`src/rtl/fifo_sync_param.sv`:
```
// Single-clock FIFO of arbitrary depth with a registered or first-word-fall-through read port,
// occupancy count, almost-full/almost-empty flags, overflow/underflow pulses and a synchronous flush.
module fifo_sync_param #(
    parameter int DATAW     = 8,
    parameter int DEPTH     = 4,
    parameter int FWFT      = 0,
    parameter int AF_THRESH = DEPTH - 1,
    parameter int AE_THRESH = 1,
    parameter int CNTW      = $clog2(DEPTH + 1)
) (
    input  logic             clk,
    input  logic             rst_n,
    input  logic             i_flush,
    input  logic [DATAW-1:0] i_wr_data,
    input  logic             i_wr_en,
    input  logic             i_rd_en,
    output logic             o_wr_full,
    output logic             o_rd_empty,
    output logic [DATAW-1:0] o_rd_data,
    output logic             o_rd_valid,
    output logic [CNTW-1:0]  o_count,
    output logic             o_almost_full,
    output logic             o_almost_empty,
    output logic             o_overflow,
    output logic             o_underflow
);

    localparam int PTRW = $clog2(DEPTH);
    localparam logic [PTRW-1:0] LAST_PTR = PTRW'(DEPTH - 1);
    localparam logic [CNTW-1:0] DEPTH_C  = CNTW'(DEPTH);
    localparam logic [CNTW-1:0] AF_C     = CNTW'(AF_THRESH);
    localparam logic [CNTW-1:0] AE_C     = CNTW'(AE_THRESH);

    logic [DATAW-1:0] mem [DEPTH];
    logic [PTRW-1:0]  wr_ptr;
    logic [PTRW-1:0]  rd_ptr;
    logic [CNTW-1:0]  count;
    logic             wr_acc;
    logic             rd_acc;

    assign o_count        = count;
    assign o_wr_full      = (count == DEPTH_C);
    assign o_rd_empty     = (count == '0);
    assign o_almost_full  = (count >= AF_C);
    assign o_almost_empty = (count <= AE_C);

    // Accept decisions use only pre-edge flags: no write-through-full or read-through-empty bypass.
    assign wr_acc = i_wr_en && !o_wr_full  && !i_flush;
    assign rd_acc = i_rd_en && !o_rd_empty && !i_flush;

    always_ff @(posedge clk) begin
        if (wr_acc) begin
            mem[wr_ptr] <= i_wr_data;
        end
    end

    always_ff @(posedge clk) begin
        if (!rst_n) begin
            wr_ptr      <= '0;
            rd_ptr      <= '0;
            count       <= '0;
            o_overflow  <= 1'b0;
            o_underflow <= 1'b0;
        end else if (i_flush) begin
            wr_ptr      <= '0;
            rd_ptr      <= '0;
            count       <= '0;
            o_overflow  <= 1'b0;
            o_underflow <= 1'b0;
        end else begin
            o_overflow  <= i_wr_en && o_wr_full;
            o_underflow <= i_rd_en && o_rd_empty;
            if (wr_acc) begin
                wr_ptr <= (wr_ptr == LAST_PTR) ? '0 : wr_ptr + 1'b1;
            end
            if (rd_acc) begin
                rd_ptr <= (rd_ptr == LAST_PTR) ? '0 : rd_ptr + 1'b1;
            end
            case ({wr_acc, rd_acc})
                2'b10:   count <= count + 1'b1;
                2'b01:   count <= count - 1'b1;
                default: count <= count;
            endcase
        end
    end

    generate
        if (FWFT == 0) begin : g_std
            always_ff @(posedge clk) begin
                if (!rst_n) begin
                    o_rd_data  <= '0;
                    o_rd_valid <= 1'b0;
                end else begin
                    o_rd_valid <= rd_acc;
                    if (rd_acc) begin
                        o_rd_data <= mem[rd_ptr];
                    end
                end
            end
        end else begin : g_fwft
            assign o_rd_data  = mem[rd_ptr];
            assign o_rd_valid = !o_rd_empty;
        end
    endgenerate

endmodule

```
`config.mk`:
```
export PLATFORM = sky130hd
export DESIGN_NAME = fifo_sync_param
export DESIGN_NICKNAME = d
export VERILOG_FILES = /design/src/rtl/fifo_sync_param.sv
export SDC_FILE = /design/constraint.sdc
export NUM_CORES = 1
export LEC_CHECK = 0
export ABC_AREA = 1
export CORE_MARGIN = 2
export CORE_UTILIZATION = 40
export DETAILED_ROUTE_END_ITERATION = 10
export PLACE_DENSITY = 0.69
export SETUP_SLACK_MARGIN = 0.2
export SLEW_MARGIN = 25
export SYNTH_ARGS = -nofsm -noshare
export SYNTH_HDL_FRONTEND = slang
export SYNTH_SLANG_ARGS = --single-unit
```
`constraint.sdc`:
```
create_clock -name clk -period 2.6 [get_ports clk]
set_input_delay 0.52 -clock clk [delete_from_list [all_inputs] [get_ports clk]]
set_output_delay 0.52 -clock clk [all_outputs]
set_load 0.005 [all_outputs]
```
== Yosys cells after proc, flatten, opt, wreduce, memory -nomap -nowiden ==
Memories as Yosys holds them, arrays and structs flattened. A register that Yosys moved wholly into a read port is not among the register bits.
Cells that the tools add are included.

* Register bits: 10
* RAM bits: 32
* Word-level logic and storage cells: 37
* Memories: 1

* Add/sub/neg operators: 4
* $lt $le $gt $ge: 2
* Equality and inequality tests: 5
* Multiplexer cells: 5
* Bitwise operators: 1
* Reductions and logical operators: 13

{| class="wikitable"
|+ Memories
! memory !! words !! bits a word !! rd ports !! clocked after memory_dff !! write ports !! RTL line !! source
|-
| mem || 4 || 8 || 1 || 1 || 1 || 34 || <nowiki>logic [DATAW-1:0] mem [DEPTH];</nowiki>
|}

{| class="wikitable"
|+ Operator list
! cell !! number
|-
| == test 2 bit (second input constant) || 3
|-
| logical AND 1 bit || 6
|-
| case mux 3 bit (2 select lines) || 1
|-
| adder 2 x 1 -> 2 bit (second input constant) || 2
|-
| zero test 1 bit || 4
|-
| two-way mux 2 bit || 2
|-
| adder 3 x 1 -> 3 bit (second input constant) || 1
|-
| == test 3 bit (second input constant) || 1
|-
| >= comparator 3 x 2 -> 1 bit (second input constant) || 1
|-
| less-or-equal comparator 3 x 1 -> 1 bit (second input constant) || 1
|-
| zero test 3 bit || 1
|-
| subtractor 3 x 1 -> 3 bit (second input constant) || 1
|-
| == test 2 x 1 -> 1 bit (second input constant) || 1
|-
| two-way mux 1 bit || 2
|-
| nonzero test 2 bit || 1
|-
| OR reduction 2 bit || 1
|-
| NOT 1 bit || 1
|}

== Longest topological paths before layout ==
* Depth after elaboration: 6
* Mapped depth: 11

== Least setup slack after synthesis ==
No wires, ideal clock.

* Kind: register to register
* From: register count[0] (netlist: o_count[0])
* To: memory mem[0][0] (enable)
* Library setup time: 0.371 ns
* Arrival time: 1.428 ns
* Setup slack: 0.801 ns
* Stages on the path, launching flop included: 6
* Clock period less this slack: 1.799 ns
* Cells stage by stage: dfxtp_1 > inv_1 > ha_1 > nand2_1 > nand3_1 > nor2_1

* Cells in the longest elaborated chain, start to end: 6

{| class="wikitable"
|+ RTL lines
! what !! RTL line !! source
|-
| start: declaration || 37 || <nowiki>logic [CNTW-1:0] count;</nowiki>
|-
| start signal: assignment || 80 || <nowiki>2'b10: count <= count + 1'b1;</nowiki>
|-
| start signal: assignment || 81 || <nowiki>2'b01: count <= count - 1'b1;</nowiki>
|-
| start signal: assignment || 82 || <nowiki>default: count <= count;</nowiki>
|-
| == test 3 bit || 42 || <nowiki>assign o_wr_full = (count == DEPTH_C);</nowiki>
|-
| zero test 1 bit || 48 || <nowiki>assign wr_acc = i_wr_en && !o_wr_full && !i_flush;</nowiki>
|-
| logical AND 1 bit (2 in a row) || 48 ||
|-
| two-way mux 1 bit || 52 || <nowiki>if (wr_acc) begin</nowiki>
|-
| two-way mux 1 bit (implied by the code) || 53 || <nowiki>mem[wr_ptr] <= i_wr_data;</nowiki>
|-
| end: declaration || 34 ||
|}

No other way between the ends.

== Final worst setup path ==
* From: register count[0] (netlist: o_count[0])
* To: output port o_wr_full

* Cells in the longest elaborated chain, start to end: 1

{| class="wikitable"
|+ RTL lines
! what !! RTL line !! source
|-
| == test 3 bit || 42 ||
|-
| end: declaration || 17 || <nowiki>output logic o_wr_full,</nowiki>
|}

No other way between the ends.

==> run_results.csv <==
group,metric,value,unit
global_route,antenna_found_initial,0,
sta,slew_violations,0,
drt,via_count,1518,
sta,fmaxAchievable,435,MHz
critical_path,required_arrival_time_at_the_worst_endpoint,2.08,ns
drt,wire_per_inst,12.1,µm
die,dieArea,0.00624,mm²
finish,mostFrequentLayoutCells,"sky130_fd_sc_hd__nand2_1 (70), sky130_fd_sc_hd__edfxtp_1 (32), sky130_fd_sc_hd__clkdlybuf4s50_1 (30)",
min_path,whs_path_depth,4,
clock_network,cts_htree_levels,2,
finish,post_layout_nets,289,
finish,antenna_cells_inserted,0,
job,timing.max_cap.violations,0,
clock_network,tritoncts.num_buffers,5,
sta,setup_repair_after_global_routing_missed_its_margin,"no",
drt,detail-route-antenna-nets,0,
drt,first_pass_iters,4,
global_route,grt_start_max_net_pins,20,
yosys,post_synth_instance_area,0.00225,mm²
sta,period_needed,2.30,ns
critical_path,reg2reg_slack,0.63,ns
drt,detailedRoute.firstIterationViolations,97,
die,die_w,79.0,µm
die,fp.coreArea,0.00547,mm²
sta,max-slew-margin-rel,49.0,%
yosys,yosys.cell_types.count,22,
critical_path,reg2reg_from,"o_count[0]",
die,floorplan.die.height,79.0,µm
global_route,grt_pass1_wl,6.69,mm
power_and_ir_drop,internal_power,1130,µW
clock_network,cts.clk_slew.worst_paths,0.09,ns
finish,syn_to_final_growth,20.1,%
power_and_ir_drop,share_seq_of_total_power,59.5,%
power_and_ir_drop,power.static_leakage,0.00117,µW
power_and_ir_drop,pwr-share-comb,10.3,%
min_path,hold_path.class,"reg -> reg",
placed_design,placed_cells,330,
finish,nFillCells,531,
critical_path,worst_r2r_path_depth,8,
critical_path,timing.critical_path.from_type,"flip-flop",
yosys,synth-seq-area-share,58.7,%
placed_design,routabilityCongestion,0.724,
min_path,worstHoldStart,"o_rd_data[2]",
critical_path,criticalPathCategory,"reg -> out",
clock_network,cts.root.buffer_cell,"sky130_fd_sc_hd__clkbuf_8",
yosys,synth-seq-cells,50,
critical_path,critical_path_arrival,1.78,ns
power_and_ir_drop,sw_frac_of_total,23.7,%
power_and_ir_drop,areal_power_density_over_the_cells,547,mW/mm²
sta,finalSetupViolCount,0,
yosys,synth_fp_nets,253,
global_route,grt_util_all_layers,14.0,%
global_route,first_global_vias,1380,
finish,final_cell_count_no_fill,338,
clock_network,cts-hold-fix-buffers,0,
yosys,syn_area_per_cell,9.82,µm²
finish,most_frequent_standard_cell_in_the_layout_excluding_fill_and_tap_cells,"sky130_fd_sc_hd__nand2_1",
yosys,postSynth.topFlopCell,"sky130_fd_sc_hd__edfxtp_1",
placed_design,hpwl,2.82,mm
drt,route.detailed.drc,0,
global_route,grt_remaining_overflow,0,
yosys,synth_cells,229,
critical_path,cp_max_fo,5,
clock_network,ctsLongestPathBuffers,2,
finish,area_of_all_placed_cells_without_fillers,0.00270,mm²
placed_design,io_buffers,30,
die,io_pins,31,
sta,final_min_period_over_clock_period,88.4,%
sta,tightestPinTransition,0.764,ns
placed_design,placed_cell_area,0.00261,mm²
power_and_ir_drop,clock_power_share,30.2,%
yosys,asr_flop_ratio_synth,0,%
critical_path,setup.worst_path.end_class,"output port",
sta,setup_clock_skew_after_layout,0.00683,ns
clock_network,cts.sinks,50,
clock_network,tritoncts,"done",
sta,setup_total_negative_slack,0,ns
power_and_ir_drop,p_sw,350,µW
die,start_util,41.1,%
critical_path,setup.worst_path.start,"o_count[0]",
drt,vias_per_cell,4.49,
power_and_ir_drop,vdd_drop_max,0.283,mV
yosys,yosysWarnings,0,
finish,final_layout_size_suffix_gt1_share,12.4,%
sta,hold_viol_final,0,
drt,detail_route.wirelength,4.08,mm
outcome,status,"finished, final reports clean",
die,core.rowCount,27,
yosys,synth-edff-count,32,
clock_network,clk_latency,0.30,ns
## cells in the mapped netlist (2+ instances only)
master                     instances  area [µm²]
sky130_fd_sc_hd__nand2_1          70         263
sky130_fd_sc_hd__edfxtp_1         32         961
sky130_fd_sc_hd__inv_1            27         101
sky130_fd_sc_hd__dfxtp_1          18         360
sky130_fd_sc_hd__nand3_1          17        85.1
sky130_fd_sc_hd__nor2_1           13        48.8
sky130_fd_sc_hd__ha_1             11         138
sky130_fd_sc_hd__nand2_2           9        56.3
sky130_fd_sc_hd__a21oi_1           8        40.0
sky130_fd_sc_hd__o21ai_0           5        25.0
sky130_fd_sc_hd__inv_2             3        11.3
sky130_fd_sc_hd__buf_4             2        15.0
sky130_fd_sc_hd__buf_6             2        22.5
sky130_fd_sc_hd__nand2_4           2        22.5
sky130_fd_sc_hd__nand3_2           2        20.0
sky130_fd_sc_hd__xor2_1            2        17.5
## final cells by class
class	count	area (µm²)	area share (%)
clock buffer	5	68.8	2.55
clock inverter	3	21.3	0.787
inverter	32	126	4.68
sequential	50	1320	48.9
multi-input combinational	142	744	27.5
timing repair buffer	34	330	12.2
tap	72	90.1	3.33
## stage by stage
step | util (%) | total power, µW | hold WS [ns] | worst slack (ns)
2_1_floorplan | - | 978 | 0.494 | 0.801
3_3_place_gp | 47.7 | 1050 | 0.512 | 0.510
4_1_cts | 49.4 | 1490 | 0.528 | 0.278
5_1_grt | 49.4 | 1550 | 0.564 | 0.201
6_report | 49.4 | 1480 | 0.528 | 0.301
3_5_place_dp | 47.7 | 1050 | 0.513 | 0.433
## per-layer routing
layer	global-route usage (%)	up-vias	wire, µm
met3	3.18	6	175
met2	21.9	32	1840
met1	19.2	680	2000
li1	-	800	-
met4	4.66	0	63
met5	0	-	0
## final timing paths
kind / end
setup / recovery: o_wr_full
hold / removal: o_rd_data[2]
setup reg to reg: o_count[2]
hold reg to reg: o_rd_data[2]
## power by group through the flow
stage	Clock [µW]	Combinational, µW	Sequential, µW
floorplan	0	85.3	893
global placement	0	150	896
global route	497	172	882
detailed placement	0	154	897
finish	446	153	878
CTS	458	155	878
## critical path: stages (launching register included)
cell                              delay [ns]
sky130_fd_sc_hd__dfxtp_1                0.37
sky130_fd_sc_hd__inv_1                  0.13
sky130_fd_sc_hd__ha_1                   0.24
sky130_fd_sc_hd__nand2_1                0.14
sky130_fd_sc_hd__inv_1                  0.10
sky130_fd_sc_hd__clkdlybuf4s50_1        0.50
## sequential cells by signal, summed over array words and instances (netlist names)
name,cells
o_underflow,1
o_rd_data,8
o_overflow,1
rd_ptr,2
mem,32
o_count,3
wr_ptr,2
o_rd_valid,1
## kinds of logic after synthesis
kind of cell | Yosys count | share of synthesized area [%]
adder cells (fa/ha/maj) | 11 | 6.12
XOR/XNOR | 2 | 0.779
buffers and inverters | 37 | 8.18
AO/OA/AOI/OAI | 13 | 2.89
flip-flops | 50 | 58.7
AND/OR/NAND/NOR | 116 | 23.3
## timing repair
item | in CTS | in global routing
setup endpoints to repair | 0 | 1
resized for setup | 0 | 1
hold endpoints to repair | 0 | 0
setup buffers | 0 | 0
Power figures use the tool's default switching activity.
